### src/rtl/seri_cikarici_pkg.sv
// Shared types and helpers for the bit-serial subtractor.
package seri_cikarici_pkg;

    // Controller states: waiting, shifting bits, one-cycle result announcement.
    typedef enum logic [1:0] {
        IDLE    = 2'd0,
        HESAPLA = 2'd1,
        BITTI   = 2'd2
    } durum_t;

    localparam int VARSAYILAN_GENISLIK = 4;

    // Bits needed for a counter that can hold values 0..genislik.
    function automatic int sayac_genisligi(input int genislik);
        return $clog2(genislik + 1);
    endfunction

endpackage

### src/rtl/seri_cikarici_tam_cikarici.sv
// 1-bit full subtractor: fark = a - b - odunc_giris, with borrow out.
module tam_cikarici
    import seri_cikarici_pkg::*;
(
    input  logic a,
    input  logic b,
    input  logic odunc_giris,
    output logic fark,
    output logic odunc_cikis
);

    logic w_ab_farkli;

    // Difference bit and borrow: borrow when a<b, or when a==b and a borrow is pending.
    always_comb begin
        w_ab_farkli = a ^ b;
        fark        = w_ab_farkli ^ odunc_giris;
        odunc_cikis = (~a & b) | (~w_ab_farkli & odunc_giris);
    end

endmodule

### src/rtl/seri_cikarici.sv
// Bit-serial WIDTH-bit subtractor (A - B - borrow_in), LSB first, one bit per clock.
module seri_cikarici
    import seri_cikarici_pkg::*;
#(
    parameter int WIDTH = VARSAYILAN_GENISLIK
) (
    input  logic             clk,
    input  logic             reset,
    input  logic             in_basla,
    input  logic [WIDTH-1:0] in_giris_1,
    input  logic [WIDTH-1:0] in_giris_2,
    input  logic             in_giris_odunc,
    output logic [WIDTH-1:0] out_cikis,
    output logic             out_cikis_odunc,
    output logic             out_mesgul,
    output logic             out_gecerli
);

    localparam int                  SAYAC_W = sayac_genisligi(WIDTH);
    localparam logic [SAYAC_W-1:0]  SON_BIT = SAYAC_W'(WIDTH - 1);

    durum_t             r_durum;
    durum_t             w_durum_next;
    logic [SAYAC_W-1:0] r_sayac;
    logic [WIDTH-1:0]   r_a;
    logic [WIDTH-1:0]   r_b;
    logic               r_odunc;
    logic [WIDTH-1:0]   r_fark;
    logic [WIDTH-1:0]   r_cikis;
    logic               r_cikis_odunc;
    logic               r_gecerli;

    logic               w_fark_bit;
    logic               w_odunc_bit;
    logic               w_son_bit;
    logic [WIDTH-1:0]   w_fark_kaydir;

    // The current LSBs of the operand shift registers feed the single-bit stage.
    tam_cikarici u_tam_cikarici (
        .a           (r_a[0]),
        .b           (r_b[0]),
        .odunc_giris (r_odunc),
        .fark        (w_fark_bit),
        .odunc_cikis (w_odunc_bit)
    );

    // New difference bit enters at the MSB so that after WIDTH shifts bit 0 is at the LSB.
    always_comb begin
        w_son_bit     = (r_sayac == SON_BIT);
        w_fark_kaydir = {w_fark_bit, r_fark[WIDTH-1:1]};
    end

    // State register.
    always_ff @(posedge clk or posedge reset) begin
        if (reset) begin
            r_durum <= IDLE;
        end else begin
            r_durum <= w_durum_next;
        end
    end

    // Next-state logic: start only from IDLE, announce for exactly one cycle.
    always_comb begin
        w_durum_next = r_durum;
        case (r_durum)
            IDLE:    if (in_basla) w_durum_next = HESAPLA;
            HESAPLA: if (w_son_bit) w_durum_next = BITTI;
            BITTI:   w_durum_next = IDLE;
            default: w_durum_next = IDLE;
        endcase
    end

    // Operand capture, bit-serial shifting and borrow chain.
    always_ff @(posedge clk or posedge reset) begin
        if (reset) begin
            r_a     <= '0;
            r_b     <= '0;
            r_odunc <= 1'b0;
            r_fark  <= '0;
            r_sayac <= '0;
        end else begin
            case (r_durum)
                IDLE: begin
                    if (in_basla) begin
                        r_a     <= in_giris_1;
                        r_b     <= in_giris_2;
                        r_odunc <= in_giris_odunc;
                        r_fark  <= '0;
                        r_sayac <= '0;
                    end
                end
                HESAPLA: begin
                    r_a     <= r_a >> 1;
                    r_b     <= r_b >> 1;
                    r_odunc <= w_odunc_bit;
                    r_fark  <= w_fark_kaydir;
                    r_sayac <= r_sayac + SAYAC_W'(1);
                end
                default: ;
            endcase
        end
    end

    // Result registers update only on completion, so partial values are never visible.
    always_ff @(posedge clk or posedge reset) begin
        if (reset) begin
            r_cikis       <= '0;
            r_cikis_odunc <= 1'b0;
            r_gecerli     <= 1'b0;
        end else begin
            case (r_durum)
                HESAPLA: begin
                    if (w_son_bit) begin
                        r_cikis       <= w_fark_kaydir;
                        r_cikis_odunc <= w_odunc_bit;
                        r_gecerli     <= 1'b1;
                    end
                end
                BITTI:   r_gecerli <= 1'b0;
                default: ;
            endcase
        end
    end

    // Output drive; busy is a pure decode of the state.
    always_comb begin
        out_cikis       = r_cikis;
        out_cikis_odunc = r_cikis_odunc;
        out_gecerli     = r_gecerli;
        out_mesgul      = (r_durum != IDLE);
    end

endmodule

### config.mk
export PLATFORM = sky130hd
export DESIGN_NAME = seri_cikarici
export DESIGN_NICKNAME = d
export VERILOG_FILES = /design/src/rtl/seri_cikarici_pkg.sv /design/src/rtl/seri_cikarici_tam_cikarici.sv /design/src/rtl/seri_cikarici.sv
export SDC_FILE = /design/constraint.sdc
export NUM_CORES = 1
export LEC_CHECK = 0
export BUFFER_PORTS_ARGS = -buffer_cell sky130_fd_sc_hd__buf_4
export CAP_MARGIN = 20
export CORE_AREA = 2 2 48 50
export CTS_CLUSTER_DIAMETER = 120
export DETAILED_ROUTE_END_ITERATION = 7
export DIE_AREA = 0 0 50 52
export PLACE_DENSITY = 0.83
export SLEW_MARGIN = 30
export SYNTH_ARGS = -nofsm -noshare
export SYNTH_HDL_FRONTEND = slang
export SYNTH_SLANG_ARGS = --single-unit
export TNS_END_PERCENT = 5
### constraint.sdc
create_clock -name clk -period 2 [get_ports clk]
set_clock_uncertainty 0.1 [all_clocks]
set_input_delay 0.4 -clock clk [delete_from_list [all_inputs] [get_ports clk]]
set_output_delay 0.4 -clock clk [all_outputs]
set_load 0.1 [all_outputs]
==> results.md <==
- First-pass iteration count of the detailed router: 5
- Count of antenna diodes in the layout: 0
- Reg clk slew, reported paths: about 0.12 ns
- GRT Resource Usage Total: 17.3%
- Placement Rows: 17
- Category of the worst setup path capture point: output port
- Utilization of the core after routing: between 50% and 60%
- Fraction of final layout cells sized beyond drive strength 1: a little under a third
- Synthesized net count: 100
- Layout Area Growth over Synthesis: 19.0%
- Clock tree from TritonCTS: done
- Worst-path fanout max: 15
- Arrival @ worst endpoint: between 1 and 1.5 ns
- Remaining global-route overflow: 0
- Total number of vias: roughly 690
- Number of antenna violations at the first check in global routing: 0
- Effective utilization at floorplan: 49.3%
- Top cells by count, synth: 23 x sky130_fd_sc_hd__dfrtp_1, 14 x sky130_fd_sc_hd__inv_1, 5 x sky130_fd_sc_hd__a22o_1, 5 x sky130_fd_sc_hd__mux2_2, 5 x sky130_fd_sc_hd__nor2b_1
- NumNets Final: 122
- Number of buffers added to fix hold violations after cts: 0
- Number of buffers added by the clock tree synthesis step: 3
- Worst Hold Class: in -> async
- Worst path required time: about 1.5 ns
- Status: finished, final reports clean
- Worst slew margin relative to its limit: just under 70%
- Final setup violation count: 0
- Period Utilization, post-route: between 90% and 100%
- Horizontal extent of the die: roughly 50 um
- Number of global-route vias before repair: between 700 and 800
- Total die area: ~0.0026 sq mm
- Max-slew violation total from the final report: 0
- Share of the synthesized area in the top cell type: about 55%
- Antenna-violating nets left: 0
- Final critical delay including setup and external delays: around 1.9 ns
- RSZ-0062 raised after global routing: false
- Residual DRC: 0
- Vert. Die Dim: approximately 52 um
- Fill cell instance count of the final layout: 180
- Routed wire per std cell: roughly 13 um
- Maximum level of the CTS H-tree: 1
- Dpl hpwl: 1260 um
- Global-route wire length before repair: 3280 um
- Mean number of vias per cell: between 5 and 6
- Yosys warnings: 0
- Count of state elements after synthesis: 23
- Worst-Margin Slew: between 0.4 and 0.5 ns
- Count of flip-flops with a built-in enable after synthesis: 0
- Input/output buffers: 18
- Number of instances resized during post-cts repair: 0
- Final wirelength: ~1800 um
- Final count of hold timing violations: 0
- Maximum buffer depth of the clock tree: 2
- Gate count of the mapped netlist: 85
- Area inside the core boundary: about 0.0021 sq mm
- Final weighted congestion of routability-driven global placement: ~0.77
- FFs w/ async S/R, synth: 100%
- Iter 0 DRT Violations: 18
- Most frequently used flop master after synthesis: sky130_fd_sc_hd__dfrtp_1
- Ports: 19
- Share of the yosys chip area belonging to registers: 55.4%
- Most instantiated library cell after synthesis: sky130_fd_sc_hd__dfrtp_1
- Startpoint kind of the worst setup timing path: flop
- # Max-Cap Violations: 0
- Kind of critical path: reg -> out
- Post-synth design cell area: roughly 0.0010 sq mm
- Max Clk Rate: approximately 520 MHz
- Total negative setup slack: 0 ns
- CTS root buf: sky130_fd_sc_hd__clkbuf_4
- Library cells used by synthesis: 22
- CTS Sinks: 23
- Top cell type by total area after synthesis: sky130_fd_sc_hd__dfrtp_1
- Main area contributors after synthesis: sky130_fd_sc_hd__dfrtp_1 55%, sky130_fd_sc_hd__mux2_2 5.4%, sky130_fd_sc_hd__inv_1 5.1%
- Setup fix buffers added after clock tree synthesis: 0
- Avg Cell Area, Syn: 12.2 sq um
- Worst skew pair latency: 0.31 ns
- Maximum number of pins on one net before global-route repair: 24
-- logic make-up (layout without fill, tap and decap cells) --
kind of cell | after synthesis | count (layout) | share of synthesized area, %
buffers and inverters | 19 | 40 | 7.95
and+or+nand+nor | 17 | 17 | 11.9
adders and majority gates | 3 | 3 | 4.34
DFF | 23 | 23 | 55.4
AOI/OAI and AO/OA | 17 | 17 | 14.0
muxes | 6 | 6 | 6.39
-- per-layer routing --
metal	wire, um	up-vias	track usage, %
met4	26	0	9.72
met1	864	332	22.1
met5	0	-	0
met2	841	19	28.1
met3	65	4	2.59
li1	-	339	-
-- metrics by stage --
stage          hold slack, ns  instance area, sq um  worst slack (ns)  std cells
6_report               0.0106                  1240            0.0884        134
2_1_floorplan           0.302                  1040             0.385         85
4_1_cts               0.00511                  1240            0.0772        134
5_1_grt                0.0109                  1240           0.00100        134
3_5_place_dp            0.364                  1210             0.442        130
3_3_place_gp            0.360                  1210             0.450        130
-- worst paths after layout --
kind / from / end / slack [ns] / cells after the start
max in group asynchronous: reset / r_a[0] / 1.56 / 3
min: reset / r_odunc / 0.01 / 3
min reg2reg: r_a[3] / r_a[3] / 0.41 / 1
max reg2reg: r_durum[1] / r_sayac[0] / 0.44 / 3
max: r_durum[0] / out_mesgul / 0.09 / 3
min in group clk: in_giris_1[3] / r_a[3] / 0.23 / 2
-- flip-flops by register name (all words and copies together), names as in the netlist --
signal	count
out_cikis	4
r_fark	3
out_gecerli	1
r_odunc	1
r_sayac	3
r_durum	2
out_cikis_odunc	1
r_b	4
r_a	4
-- layout by cell type (no fill, tap or decap) --
master | netlist | layout
sky130_fd_sc_hd__ha_1 | 2 | 2
sky130_fd_sc_hd__buf_4 | 0 | 22
sky130_fd_sc_hd__a211oi_1 | 4 | 4
sky130_fd_sc_hd__dfrtp_1 | 23 | 23
sky130_fd_sc_hd__mux2i_1 | 1 | 1
sky130_fd_sc_hd__nand2b_1 | 2 | 2
sky130_fd_sc_hd__clkinv_2 | 0 | 1
sky130_fd_sc_hd__clkbuf_4 | 0 | 3
sky130_fd_sc_hd__a21oi_1 | 1 | 1
sky130_fd_sc_hd__a222oi_1 | 3 | 3
sky130_fd_sc_hd__inv_1 | 14 | 14
sky130_fd_sc_hd__a22o_1 | 5 | 5
sky130_fd_sc_hd__o21bai_2 | 1 | 1
sky130_fd_sc_hd__a32o_1 | 2 | 2
sky130_fd_sc_hd__nor2b_1 | 5 | 5
sky130_fd_sc_hd__nand3b_2 | 1 | 1
sky130_fd_sc_hd__nor3b_1 | 4 | 4
sky130_fd_sc_hd__nor2_1 | 1 | 1
sky130_fd_sc_hd__fa_1 | 1 | 1
sky130_fd_sc_hd__mux2_2 | 5 | 5
sky130_fd_sc_hd__nor4b_1 | 4 | 4
sky130_fd_sc_hd__o21ai_0 | 1 | 1
-- worst max-delay path, cell delays in order (launching register included) --
cell and delay, ns:
sky130_fd_sc_hd__dfrtp_1 0.65, sky130_fd_sc_hd__nor2_1 0.11, sky130_fd_sc_hd__inv_1 0.07, sky130_fd_sc_hd__buf_4 0.28
-- area by class of cell --
cell class	count	area [sq um]	area share (%)
inverter	14	52.6	4.25
tap	28	35.0	2.83
timing repair buffer	22	165	13.4
clock buffer	3	22.5	1.82
multi-input combinational	43	380	30.8
sequential	23	576	46.6
clock inverter	1	5.00	0.405
Power is not shown: default switching activity piles up to over one toggle a cycle in this logic, so the estimate is an artifact.
